## config.mk

```make
export PLATFORM = sky130hd
export DESIGN_NAME = ps2_scancode_rx_flat
export DESIGN_NICKNAME = d
export VERILOG_FILES = /design/src/rtl/ps2_scancode_rx_if.sv /design/src/rtl/ps2_scancode_rx.sv /design/src/flat_wrapper.sv
export SDC_FILE = /design/constraint.sdc
export NUM_CORES = 1
export LEC_CHECK = 0
export BUFFER_PORTS_ARGS = -buffer_cell sky130_fd_sc_hd__buf_2
export CORE_MARGIN = 5
export CORE_UTILIZATION = 45
export DETAILED_ROUTE_END_ITERATION = 7
export SLEW_MARGIN = 5
export SYNTH_ARGS = -nofsm -noshare
export SYNTH_HDL_FRONTEND = slang
export SYNTH_SLANG_ARGS = --single-unit
```

## constraint.sdc

```tcl
create_clock -name clk -period 2.47 [get_ports clk]
set_input_delay 0.247 -clock clk [delete_from_list [all_inputs] [get_ports clk]]
set_output_delay 0.247 -clock clk [all_outputs]
set_load 0.03 [all_outputs]
```

## src/rtl/ps2_scancode_rx_if.sv

```systemverilog
// PS/2 receiver bundle: raw connector lines in, folded key code and strobes out.
interface ps2_scancode_rx_if;
  logic       ps2_clk;
  logic       ps2_data;
  logic [9:0] data;
  logic       ready;
  logic       frame_err;

  modport master (output ps2_clk, ps2_data, input data, ready, frame_err);
  modport slave  (input ps2_clk, ps2_data, output data, ready, frame_err);
endinterface

```

## src/rtl/ps2_scancode_rx.sv

```systemverilog
// PS/2 device-to-host frame receiver; folds E0/F0 prefixes into {ext, brk, scan}.
module ps2_scancode_rx #(
  parameter int FILTER_LEN     = 8,
  parameter int TIMEOUT_CYCLES = 50000
) (
  input  logic            clk,
  input  logic            rst,
  ps2_scancode_rx_if.slave bus
);
  localparam int FW = $clog2(FILTER_LEN + 1);
  localparam int TW = $clog2(TIMEOUT_CYCLES + 1);

  typedef enum logic [1:0] {IDLE, DATA, PARITY, STOP} state_e;

  state_e        state_q, state_d;
  logic          clk_s1_q, clk_s1_d, clk_s2_q, clk_s2_d;
  logic          dat_s1_q, dat_s1_d, dat_s2_q, dat_s2_d;
  logic          filt_q, filt_d;
  logic [FW-1:0] filt_cnt_q, filt_cnt_d;
  logic [TW-1:0] to_cnt_q, to_cnt_d;
  logic [2:0]    bit_cnt_q, bit_cnt_d;
  logic [7:0]    shift_q, shift_d;
  logic          par_q, par_d;
  logic          ext_q, ext_d, brk_q, brk_d;
  logic [9:0]    data_q, data_d;
  logic          ready_q, ready_d, err_q, err_d;
  logic          fall;

  always_comb begin
    state_d    = state_q;
    clk_s1_d   = bus.ps2_clk;
    clk_s2_d   = clk_s1_q;
    dat_s1_d   = bus.ps2_data;
    dat_s2_d   = dat_s1_q;
    filt_d     = filt_q;
    filt_cnt_d = '0;
    bit_cnt_d  = bit_cnt_q;
    shift_d    = shift_q;
    par_d      = par_q;
    ext_d      = ext_q;
    brk_d      = brk_q;
    data_d     = data_q;
    ready_d    = 1'b0;
    err_d      = 1'b0;

    // Level flips only after FILTER_LEN consecutive disagreeing samples
    if (clk_s2_q != filt_q) begin
      if (filt_cnt_q == FW'(FILTER_LEN - 1)) filt_d = clk_s2_q;
      else                                   filt_cnt_d = filt_cnt_q + 1'b1;
    end
    fall = filt_q & ~filt_d;

    to_cnt_d = (state_q == IDLE || fall) ? '0 : to_cnt_q + 1'b1;

    case (state_q)
      IDLE: if (fall && !dat_s2_q) begin
        state_d   = DATA;
        bit_cnt_d = '0;
      end
      DATA: if (fall) begin
        shift_d   = {dat_s2_q, shift_q[7:1]};
        bit_cnt_d = bit_cnt_q + 1'b1;
        if (bit_cnt_q == 3'd7) state_d = PARITY;
      end
      PARITY: if (fall) begin
        par_d   = dat_s2_q;
        state_d = STOP;
      end
      STOP: if (fall) begin
        state_d = IDLE;
        if (dat_s2_q && ^{shift_q, par_q}) begin
          if (shift_q == 8'hE0)      ext_d = 1'b1;
          else if (shift_q == 8'hF0) brk_d = 1'b1;
          else begin
            data_d  = {ext_q, brk_q, shift_q};
            ready_d = 1'b1;
            ext_d   = 1'b0;
            brk_d   = 1'b0;
          end
        end else begin
          err_d = 1'b1;
          ext_d = 1'b0;
          brk_d = 1'b0;
        end
      end
      default: state_d = IDLE;
    endcase

    // Stalled partial frame: drop it and any pending prefixes silently
    if (state_q != IDLE && !fall && to_cnt_q == TW'(TIMEOUT_CYCLES - 1)) begin
      state_d  = IDLE;
      ext_d    = 1'b0;
      brk_d    = 1'b0;
      to_cnt_d = '0;
    end
  end

  always_ff @(posedge clk) begin
    if (rst) begin
      state_q    <= IDLE;
      clk_s1_q   <= 1'b1;
      clk_s2_q   <= 1'b1;
      dat_s1_q   <= 1'b1;
      dat_s2_q   <= 1'b1;
      filt_q     <= 1'b1;
      filt_cnt_q <= '0;
      to_cnt_q   <= '0;
      bit_cnt_q  <= '0;
      shift_q    <= '0;
      par_q      <= 1'b0;
      ext_q      <= 1'b0;
      brk_q      <= 1'b0;
      data_q     <= '0;
      ready_q    <= 1'b0;
      err_q      <= 1'b0;
    end else begin
      state_q    <= state_d;
      clk_s1_q   <= clk_s1_d;
      clk_s2_q   <= clk_s2_d;
      dat_s1_q   <= dat_s1_d;
      dat_s2_q   <= dat_s2_d;
      filt_q     <= filt_d;
      filt_cnt_q <= filt_cnt_d;
      to_cnt_q   <= to_cnt_d;
      bit_cnt_q  <= bit_cnt_d;
      shift_q    <= shift_d;
      par_q      <= par_d;
      ext_q      <= ext_d;
      brk_q      <= brk_d;
      data_q     <= data_d;
      ready_q    <= ready_d;
      err_q      <= err_d;
    end
  end

  assign bus.data      = data_q;
  assign bus.ready     = ready_q;
  assign bus.frame_err = err_q;
endmodule
```

## src/flat_wrapper.sv

```systemverilog
// flat-port wrapper written by rule: the top's interface ports become plain ports
module ps2_scancode_rx_flat 
#(
  parameter int FILTER_LEN     = 8,
  parameter int TIMEOUT_CYCLES = 50000
)
  (clk, rst, bus_ps2_clk, bus_ps2_data, bus_data, bus_ready, bus_frame_err);
  ps2_scancode_rx_if bus_i ();
  input  logic clk;
  input  logic rst;
  input wire logic [$bits(bus_i.ps2_clk)-1:0] bus_ps2_clk;
  input wire logic [$bits(bus_i.ps2_data)-1:0] bus_ps2_data;
  output wire logic [$bits(bus_i.data)-1:0] bus_data;
  output wire logic [$bits(bus_i.ready)-1:0] bus_ready;
  output wire logic [$bits(bus_i.frame_err)-1:0] bus_frame_err;
  assign bus_i.ps2_clk = bus_ps2_clk;
  assign bus_i.ps2_data = bus_ps2_data;
  assign bus_data = bus_i.data;
  assign bus_ready = bus_i.ready;
  assign bus_frame_err = bus_i.frame_err;
  ps2_scancode_rx #(.FILTER_LEN(FILTER_LEN), .TIMEOUT_CYCLES(TIMEOUT_CYCLES)) u_core (.clk(clk), .rst(rst), .bus(bus_i));
endmodule
```

Word level (Yosys, flattened, before mapping) --
Index checks and enable logic that the tools add are counted.
Word-level totals: input bits 4, word-level logic and storage cells 85, bits in registers 53, output and inout port bits 12
Operators by class: bitwise logic cells 8, reductions and logical operators 23, $add $sub $neg 3, equality and inequality tests 16, multiplexer cells 19
Operators with widths (count):
- $add 16x1->16 const B | 1
- $eq 16x16->1 const B | 1
- $eq 8x8->1 const B | 2
- $mux 1 | 10
- $mux 2 | 5
- $reduce_and 5->1 | 2
- $reduce_and 3->1 | 3
- $reduce_or 3->1 | 3
- $reduce_xor 9->1 | 1
- $ne 2x1->1 const B | 4
- $pmux 2 s4 | 1
- $not 1->1 | 7
- $mux 3 | 2
- $pmux 3 s2 | 1
- $reduce_or 5->1 | 1
- $add 4x1->4 const B | 1
- $eq 2x2->1 const B | 2
- $eq 4x3->1 const B | 1
- $logic_and 1x1->1 | 4
- $ne 2x2->1 const B | 2
- $reduce_and 2->1 | 2
- $reduce_bool 2->1 | 2
- $add 3x1->3 const B | 1
- $eq 3x3->1 const B | 1
- 8 further kinds | 9

Depth between registers and ports, before layout --
Gate-level depths: netlist of run 1.
depth after elaboration 9, depth in mapped cells 9, gate-level depth less buffers 7

Worst setup path after synthesis of run 1 --
No wires, ideal clock.
path kind register to register, start point register u_core.filt_cnt_q[0], end point register u_core.data_q[7] (netlist: u_core.bus.data[7]), required time 2.352 ns, path buffers 2, path slack 0.686 ns, cell stages (with the launch flop) 9, arrival 1.667 ns, clock period less this slack 1.784 ns, setup time 0.118 ns, cells stage by stage dfxtp_1 ha_1 and3b_1 buf_2 and2_0 buf_2 nand2_1 or2_2 o221a_4
Between the ends: longest elaborated chain between the ends 6
RTL lines:
- start: declaration | RTL line ps2_scancode_rx.sv:19 | logic [FW-1:0] filt_cnt_q, filt_cnt_d;
- start signal: assignment | RTL line ps2_scancode_rx.sv:123 | filt_cnt_q <= filt_cnt_d;
- $eq 4x3->1 | RTL line ps2_scancode_rx.sv:48 | if (filt_cnt_q == FW'(FILTER_LEN - 1)) filt_d = clk_s2_q;
- $mux 1 | RTL line ps2_scancode_rx.sv:48
- $mux 1 | RTL line ps2_scancode_rx.sv:47 | if (clk_s2_q != filt_q) begin
- $not 1->1 | RTL line ps2_scancode_rx.sv:51 | fall = filt_q & ~filt_d;
- $and 1x1->1 | RTL line ps2_scancode_rx.sv:51
- $reduce_and 5->1 (no source line)
- end signal: assignment | RTL line ps2_scancode_rx.sv:130 | data_q <= data_d;
- end: declaration | RTL line ps2_scancode_rx.sv:25 | logic [9:0] data_q, data_d;
No other way between the ends. A chain may end at the register's enable or synchronous reset.

Final worst setup path of run 1 --
start point register u_core.filt_cnt_q[0], end point register u_core.data_q[3] (netlist: u_core.bus.data[3])
Same word-level chain as after synthesis.

==> summary.md, run 1 <==
| Metric | Value |
|---|---|
| Warnings, synthesis | 0 |
| Core area | 5042 um2 |
| Outcome | finished clean |
| Initial antenna violation count | 0 |
| Final Hold Viols | 0 |
| Post-synthesis register bit count | 53 |
| Avg Inst Size Synth | 9.318 um2 |
| Post-synth EDFFs | 0 |
| Leading cell type in the layout, fill and taps excluded | dfxtp_1 |
| Final worst path period need | 2.017 ns |
| Sum Neg Setup Slack | 0 ns |
| Total global routing overflow | 0 |
| Reg-to-reg startpoint | u_core.filt_cnt_q[0] |
| Dpl hpwl | 2702 um |
| Worst Hold Path Cells | 2 |
| Psw | 0.0003574 W |
| # diodes | 0 |
| DR vias/cell | 4.784 |
| Arrival @ worst endpoint | 2.27 ns |
| Die ar. | 6621 um2 |
| Worst setup EP type | register |
| Post-Syn Instances | 246 |
| Ys async rst share | 0% |
| Post-cts sizing count | 0 |
| Clock group share of total power | 34.9% |
| Top post-synthesis cells by area | dfxtp_1 46%, mux2i_1 8.7%, nor2_1 7.5% |
| Worst hold path class | input pin to register |
| Largest net degree at the start of global routing | 23 |
| Fmax | 0.4957 GHz |
| Comb pwr share | 5.1% |
| DRC viols | 0 |
| Hold Crit Start | bus_ps2_clk |
| Crit path from | u_core.filt_cnt_q[0] |
| Worst clock skew | 0.01540 ns |
| Maximum VDD drop | 0.0003064 V |
| Post-CTS setup buffers | 0 |
| Port bufs | 15 |
| Synth area leader | dfxtp_1 |
| Root Driver | clkbuf_8 |
| Wire per inst | 11.09 um |
| Crit Path Max Fanout | 8 |
| Via count | 1598 |
| R2R cell count | 7 |
| Critical path cell sequence | ha_1 > and3b_1 > and2_0 > nand3_4 > nor3b_2 > buf_4 > mux2i_1 |
| Drt pass-1 iters | 4 |
| Starting Density | 45.46% |
| Hold buffer count at cts | 0 |
| Detailed Route Iter0 Violations | 84 |
| I/O pin count | 16 |
| RSZ-0062 raised after global routing | no |
| Placer Congestion | 0.7821 |
| Clock Sinks | 53 |
| Core Rows | 26 |
| Int Pwr | 0.001097 W |
| Worst path slowest cell | and2_0 |
| Top FF cell, synth | dfxtp_1 |
| Yosys top cell area share | 46.29% |
| Clk Latency, worst-skew pair | 0.32 ns |
| Fin nets | 275 |
| # fillers | 500 |
| Worst slew margin | 60.34% |
| First-pass GRT wire length | 6513 um |
| Distinct cell type count after synthesis | 36 |
| PD cells | 573.9 nW/um2 |
| Maximum root-to-sink buffer count | 2 |
| CP required | 2.72 ns |
| Clk slew on worst S/H paths | 0.11 ns |
| Seq pwr share | 60.0% |
| GRT Overall Usage | 12.61% |
| Worst Tran Pin Value | 0.5942 ns |
| Synthesized area | 2292 um2 |
| Cts bufs inserted | 5 |
| Die X | 81.37 um |
| Final Max Slew Viols | 0 |
| CP Class | register to register |
| Final setup vio count | 0 |
| Die Span Y | 81.37 um |
| Max-cap violation count | 0 |
| Seq/Total Area, Yosys | 46.29% |
| Most frequent cells in the layout | 53 x dfxtp_1, 46 x nor2_1, 28 x nand2_1, 20 x mux2i_1, 15 x buf_2 |
| H-Tree Level Count | 2 |
| Syn Nets | 258 |
| Layout cells sized above 1 | 14.02% |
| Period utilization | 81.68% |
| Crit start category | register |
| Worst path max stage delay | 0.38 ns |
| Cells after DPL | 326 |
| Vias in the first global route | 1487 |
| WL final | 3703 um |
| CTS tree | yes |
| Non-Filler Instances | 334 |
| Area growth from synthesis to layout | 10.53% |
| Routed Antenna Nets | 0 |
| Leakage | 0.9949 nW |
| Switching share of power | 24.58% |
## cell type report
cell class / instances / area (um2) / area share [%]
Sequential cell: 53 / 1061 / 41.88
Inverter: 8 / 30.03 / 1.185
Tap cell: 70 / 87.58 / 3.457
Clock buffer: 5 / 68.82 / 2.716
Multi-Input combinational cell: 176 / 1155 / 45.58
Timing Repair Buffer: 19 / 105.1 / 4.148
Clock inverter: 3 / 26.28 / 1.037
## worst max-delay path: cells and delay by family (launching register included)
kind / cells / cell delay [ns]
adders and majority gates: 1 / 0.18
buffers and inverters: 1 / 0.20
DFF: 1 / 0.37
muxes: 1 / 0.19
and+or+nand+nor: 4 / 1.03
## worst paths after layout
kind | end | slack (ns)
worst max-delay path | u_core.bus.data[3] | 0.45
worst min-delay path | u_core.clk_s1_q | 0.12
worst max register to register | u_core.bus.data[3] | 0.45
worst min register to register | u_core.dat_s2_q | 0.42
## synth_stat cells (2+ instances only)
cell type and count:
buf_2 4, dfxtp_1 53, ha_1 8, xnor2_1 12
inv_1 8, a21oi_1 4, nand2_1 28, a211oi_1 2
mux2i_1 20, xor2_1 9, nor2_1 46, or2_2 5
clkbuf_1 4, nor3_1 4, nand4_1 3, a22oi_1 2
nand3_1 11, or4bb_1 2, nor2b_1 2, nor4_1 2
a31oi_1 2
## stage by stage
step	hold WS (ns)	worst slack, ns	util [%]	power [W]	cell area (um2)
5_1_grt	0.1127	0.2731	50.25	0.001518	2534
3_5_place_dp	0.3970	0.4475	48.36	0.0009680	2439
3_3_place_gp	0.3911	0.5111	48.36	0.0009669	2439
6_report	0.1176	0.4525	50.25	0.001454	2534
2_1_floorplan	0.3508	0.6856	-	0.0009480	2292
4_1_cts	0.1016	0.4222	50.25	0.001480	2534
## sequential cells by signal, indices dropped and copies added, names as in the netlist
| signal | count |
|---|---|
| u_core.clk_s2_q | 1 |
| u_core.par_q | 1 |
| u_core.filt_cnt_q | 4 |
| u_core.dat_s1_q | 1 |
| u_core.dat_s2_q | 1 |
| u_core.clk_s1_q | 1 |
| u_core.brk_q | 1 |
| u_core.bus.frame_err | 1 |
| u_core.bit_cnt_q | 3 |
| u_core.to_cnt_q | 16 |
| u_core.ext_q | 1 |
| u_core.bus.data | 10 |
| u_core.state_q | 2 |
| u_core.filt_q | 1 |
| u_core.bus.ready | 1 |
| u_core.shift_q | 8 |
## logic make-up after synthesis
| logic type | synth area share, % |
|---|---|
| flops | 46.29 |
| mux | 8.734 |
| buf+inv | 3.330 |
| simple gates | 22.33 |
| fa+ha+maj | 4.367 |
| compound gates | 5.185 |
| xor+xnor | 9.771 |
## routing by layer
layer  global-route usage, %  share of wire [%]  up-vias  routed length [um]
met5                       0                  0        -                   0
met4                   5.574                1.8        0                  67
met3                   3.659                3.7        6                 138
met2                   20.68                 46       17                1685
met1                   15.25                 49      719                1811
li1                        -                  -      856                   -
## power groups by stage
stage | Combinational (W) | Sequential (W) | Clock [W]
global placement | 0.0000751 | 0.000892 | 0
detailed placement | 0.0000760 | 0.000892 | 0
floorplan | 0.0000581 | 0.000890 | 0
global route | 0.0000844 | 0.000874 | 0.000560
CTS | 0.0000758 | 0.000872 | 0.000532
finish | 0.0000745 | 0.000872 | 0.000507
Note: power is estimated with default switching activity, not from simulation.
==> run 2, diff against run 1 <==
clock period = 1.9 ns   (was 2.47 ns; I/O delays follow)
==> run 2 against run 1 <==
Register-to-register slack lost 0.37 ns. Final cell count rose by 3.6%. Routed wire length grew 7.5%. Flip-flop and latch count stayed put. First-iteration DRC count grew 31%. Fmax rose by 11%. Global-route usage increased by 1.2 points. Die area unchanged. Total power up 25%. Non-clock buffer count grew 14.
==> summary.md, run 2 (synthesis gave the netlist of run 1 again) <==
| Metric | Value |
|---|---|
| Clk slew on worst S/H paths | 0.09 ns |
| GRT Overall Usage | 13.86% |
| Switching share of power | 22.50% |
| Fmax | 0.5504 GHz |
| Arrival @ worst endpoint | 2.04 ns |
| Clock group share of total power | 31.5% |
| # fillers | 478 |
| Fin nets | 289 |
| Root Driver | clkbuf_8 |
| DP Area | 2549 um2 |
| Pwr Total | 0.001817 W |
| Max-cap violation count | 0 |
| WL final | 3981 um |
| Worst Tran Pin Value | 0.6072 ns |
| RSZ-0062 raised after global routing | yes |
| Psw | 0.0004090 W |
| Dpl hpwl | 2963 um |
| CTS tree | yes |
| Routed Antenna Nets | 0 |
| Fin area | 2678 um2 |
| H-Tree Level Count | 2 |
| Crit Path Max Fanout | 4 |
| Worst setup EP type | register |
| Die X | 81.37 um |
| DR vias/cell | 4.754 |
| Worst slew margin | 59.47% |
| Detailed Route Iter0 Violations | 110 |
| Largest net degree at the start of global routing | 21 |
| Vias in the first global route | 1567 |
| Int Pwr | 0.001408 W |
| Dpl ws | 0.04548 ns |
| Layout cells sized above 1 | 20.65% |
| # diodes | 0 |
| PD cells | 678.7 nW/um2 |
| Hold Crit Start | bus_ps2_data |
| First-pass GRT wire length | 7148 um |
| CP required | 2.13 ns |
| Placer Congestion | 0.7582 |
| Maximum root-to-sink buffer count | 2 |
| Period utilization | 95.63% |
| Drt pass-1 iters | 4 |
| Die ar. | 6621 um2 |
| Die Span Y | 81.37 um |
| Worst Hold Path Cells | 2 |
| Hold worst-path end | u_core.dat_s1_q |
| Cts bufs inserted | 5 |
| R2R Path End | u_core.bus.data[6] |
| Leading cell type in the layout, fill and taps excluded | dfxtp_1 |
| Most flop-heavy register | u_core.to_cnt_q |
| Starting Density | 45.46% |
| Seq pwr share | 62.2% |
| Reg-to-reg startpoint | u_core.shift_q[1] |
| Final worst path period need | 1.817 ns |
| Worst clock skew | 0.006484 ns |
| Crit start category | register |
| Total global routing overflow | 0 |
| Area growth from synthesis to layout | 16.81% |
| Clock Sinks | 53 |
| Final setup margin | 0.08308 ns |
| Maximum VDD drop | 0.0005067 V |
| I/O pin count | 16 |
| Worst hold path class | input pin to register |
| Most frequent cells in the layout | 50 x dfxtp_1, 46 x nor2_1, 28 x nand2_1, 19 x mux2i_1 |
| R2R cell count | 6 |
| DRC viols | 0 |
| Clk Latency, worst-skew pair | 0.30 ns |
| Final setup vio count | 0 |
| Final Max Slew Viols | 0 |
| Outcome | finished clean |
| Leakage | 1.074 nW |
| Final Hold Viols | 0 |
| Comb pwr share | 6.4% |
| Wire per inst | 11.51 um |
| Core Rows | 26 |
| CP Class | register to register |
| Flop-to-flop setup slack | 0.08 ns |
| Via count | 1645 |
| Port bufs | 15 |
| Max reg flops | 16 |
| Initial antenna violation count | 0 |
| Core area | 5042 um2 |
## run 2: changes by cell type in the layout (fill, tap and decap cells not counted), sizes merged
| cell | previous run | this run |
|---|---|---|
| clkinv | 2 | 1 |
| buf | 19 | 33 |
| inv | 9 | 8 |
## run 2: worst max path at each step
stage,startpoint,endpoint,slack (ns),cells after the start
after global routing,u_core.shift_q[1],u_core.bus.data[3],-0.05,6
final,u_core.shift_q[1],u_core.bus.data[6],0.08,6
after detailed placement,u_core.par_q,u_core.bus.data[7],0.05,6
after global placement,u_core.par_q,u_core.bus.data[7],0.09,6
after CTS,u_core.par_q,u_core.bus.data[9],0.03,6
after floorplan,u_core.filt_cnt_q[0],u_core.bus.data[7],0.12,8
## run 2: timing repair
action	in CTS	in global routing
hold buffers	0	0
gates resized for setup	0	14
endpoints found under the setup margin	0	16
buffers inserted	0	1
## run 2: through the flow
stage / TNS, ns / hold WS (ns) / util (%) / std cells
floorplan: 0 / 0.2938 / - / 246
global placement: 0 / 0.3757 / 50.55 / 339
detailed placement: 0 / 0.3782 / 50.55 / 339
CTS: 0 / 0.06922 / 52.01 / 345
global route: -0.2767 / 0.06504 / 53.10 / 346
finish: 0 / 0.07425 / 53.10 / 346
## run 2: power groups by stage
stage | clock, W | combinational [W] | sequential [W]
detailed placement | 0 | 0.000112 | 0.00116
floorplan | 0 | 0.0000755 | 0.00116
global route | 0.000646 | 0.000132 | 0.00113
finish | 0.000572 | 0.000116 | 0.00113
CTS | 0.000596 | 0.000112 | 0.00113
global placement | 0 | 0.000110 | 0.00116
## run 2: final cells by class
class	instances	area, um2	area share [%]
multi-input cells	176	1186	44.30
clock buffers	5	68.82	2.570
inverters	8	30.03	1.121
repair buffers	33	230.2	8.598
clock inverters	1	5.005	0.1869
well taps	70	87.58	3.271
flip-flops and latches	53	1070	39.95
## run 2: routing by layer
metal | wire, um | GRT usage (%) | up-vias
met2 | 1840 | 22.48 | 23
met3 | 161 | 4.213 | 8
met4 | 90 | 5.068 | 0
met5 | 0 | 0 | -
met1 | 1888 | 17.27 | 741
li1 | - | - | 873
## run 2: worst max-delay path: stages (launching register included)
cell,delay (ns)
dfxtp_4,0.36
xnor2_2,0.15
xnor3_2,0.47
xnor2_2,0.16
nor3b_4,0.25
buf_6,0.16
mux2i_2,0.19
==> run 3, diff against run 2 <==
CELL_PAD_IN_SITES_DETAIL_PLACEMENT = 0   (was unset)
CELL_PAD_IN_SITES_GLOBAL_PLACEMENT = 1   (was unset)
PLACE_DENSITY_LB_ADDON = 0.1   (was unset)
==> run 3 against run 2 <==
Hold slack got worse by 0.0093 ns. Via count increased by 0.55%. Clock skew decreased by 0.00075 ns. Clock power increased by 6.1%. Register-to-register slack got worse by 0.07 ns. Non-clock buffer count increased by 5. First-iteration DRC count decreased by 54%. Critical path depth unchanged. Total power increased by 2.5%. Critical path type unchanged.
==> summary.md, run 3 (synthesis gave the netlist of run 1 again) <==
| Metric | Value |
|---|---|
| CP required | 2.13 ns |
| Leading cell type in the layout, fill and taps excluded | dfxtp_1 |
| # diodes | 0 |
| Routed Antenna Nets | 0 |
| Dpl ws | 0.007425 ns |
| Clk slew on worst S/H paths | 0.09 ns |
| Die X | 81.37 um |
| Cts bufs inserted | 5 |
| Worst slew margin | 58.96% |
| Arrival @ worst endpoint | 2.12 ns |
| First-pass GRT wire length | 6948 um |
| Final Max Slew Viols | 0 |
| Worst path slowest cell | xnor3_2 |
| R2R cell count | 6 |
| Worst Tran Pin Value | 0.6150 ns |
| Worst hold path class | input pin to register |
| Core Rows | 26 |
| Dpl hpwl | 2958 um |
| PD cells | 689.4 nW/um2 |
| CP dominant cell by count | xnor2_2 |
| Worst setup EP type | register |
| Period utilization | 99.47% |
| Max reg flops | 16 |
| Most flop-heavy register | u_core.to_cnt_q |
| Critical path cell sequence | xnor2_2 > xnor3_2 > xnor2_2 > nor3b_4 > buf_6 > mux2i_1 |
| Reg-to-reg startpoint | u_core.shift_q[2] |
| CP Class | register to register |
| Most frequent cells in the layout | 51 x dfxtp_1, 46 x nor2_1, 28 x nand2_1, 21 x buf_4, 20 x mux2i_1 |
| Fin nets | 294 |
| Wire per inst | 11.58 um |
| Drt pass-1 iters | 4 |
| Core area | 5042 um2 |
| Clk Latency, worst-skew pair | 0.30 ns |
| Final setup margin | 0.01010 ns |
| Hold Crit Start | bus_ps2_clk |
| Outcome | finished clean |
| Crit start category | register |
| Clock Sinks | 53 |
| Total global routing overflow | 0 |
| I/O pin count | 16 |
| H-Tree Level Count | 2 |
| Final Hold Viols | 0 |
| Hold worst-path end | u_core.clk_s1_q |
| Worst clock skew | 0.005738 ns |
| Layout cells sized above 1 | 20.85% |
| Leakage | 1.103 nW |
| Maximum root-to-sink buffer count | 2 |
| R2R Path End | u_core.bus.data[8] |
| Vias in the first global route | 1589 |
| Die Span Y | 81.37 um |
| Detailed Route Iter0 Violations | 51 |
| DRC viols | 0 |
| Flop-to-flop setup slack | 0.01 ns |
| Final setup vio count | 0 |
| Final worst path period need | 1.890 ns |
| Placer Congestion | 0.7225 |
| # fillers | 498 |
| CTS tree | yes |
| Sum Neg Setup Slack | 0 ns |
| Initial antenna violation count | 0 |
| Starting Density | 45.46% |
| Root Driver | clkbuf_8 |
| DR vias/cell | 4.686 |
| GRT Overall Usage | 13.66% |
| Max-cap violation count | 0 |
| Via count | 1654 |
| Worst path max stage delay | 0.46 ns |
| RSZ-0062 raised after global routing | yes |
| Die ar. | 6621 um2 |
| Hold buffer count at cts | 0 |
| Area growth from synthesis to layout | 17.90% |
| Worst Hold Path Cells | 2 |
| Largest net degree at the start of global routing | 22 |
| WL final | 4087 um |
| Port bufs | 15 |
| Fmax | 0.5291 GHz |
| Maximum VDD drop | 0.0003430 V |
| Crit Path Max Fanout | 8 |
## run 3: stage by stage
step           cell area (um2)  std cells  hold WS [ns]  power, W  util, %
3_3_place_gp              2594        345        0.3716  0.001279    51.44
6_report                  2703        353       0.06500  0.001863    53.60
4_1_cts                   2680        353       0.05065  0.001885    53.15
5_1_grt                   2703        353       0.05135  0.001949    53.60
3_5_place_dp              2594        345        0.3750  0.001279    51.44
2_1_floorplan             2292        246        0.2938  0.001232        -
## run 3: cell type report
cell class / count / area [um2] / area share [%]
sequential: 53 / 1064 / 39.35
timing repair buffer: 38 / 264.0 / 9.769
multi-input combinational: 176 / 1175 / 43.47
inverter: 8 / 30.03 / 1.111
tap: 70 / 87.58 / 3.241
clock buffer: 6 / 72.57 / 2.685
clock inverter: 2 / 10.01 / 0.3704
## run 3: power by group
| part | internal (W) | switching (W) | leakage [nW] |
|---|---|---|---|
| Sequential | 0.00112 | 0.0000114 | 0.429 |
| Clock | 0.000256 | 0.000351 | 0.0450 |
| Combinational | 0.0000521 | 0.0000705 | 0.630 |
## run 3: worst max path at each step
stage,startpoint,to,cells after the start
global route,u_core.shift_q[2],u_core.bus.data[8],6
finish,u_core.shift_q[2],u_core.bus.data[8],6
global placement,u_core.shift_q[0],u_core.bus.data[0],6
detailed placement,u_core.par_q,u_core.bus.data[2],6
CTS,u_core.shift_q[0],u_core.bus.data[8],6
floorplan,u_core.filt_cnt_q[0],u_core.bus.data[7],8
## run 3: layer usage
metal | vias up | GRT usage [%] | routed length [um]
met3 | 6 | 3.880 | 145
met4 | 0 | 5.236 | 63
met2 | 15 | 23.13 | 1904
li1 | 889 | - | -
met5 | - | 0 | 0
met1 | 744 | 16.28 | 1973
## run 3: timing repair
action,in CTS,in global routing
pin swaps,0,3
buffers inserted,0,1
gates cloned,0,0
resized for setup,1,6
endpoints found under the setup margin,8,10
## run 3: critical path, delay by kind of cell (launching register included)
kind                   cells  cell delay (ns)
XOR/XNOR                   3             0.79
buffers and inverters      1             0.20
flip-flops                 1             0.34
multiplexers               1             0.18
AND/OR/NAND/NOR            1             0.30
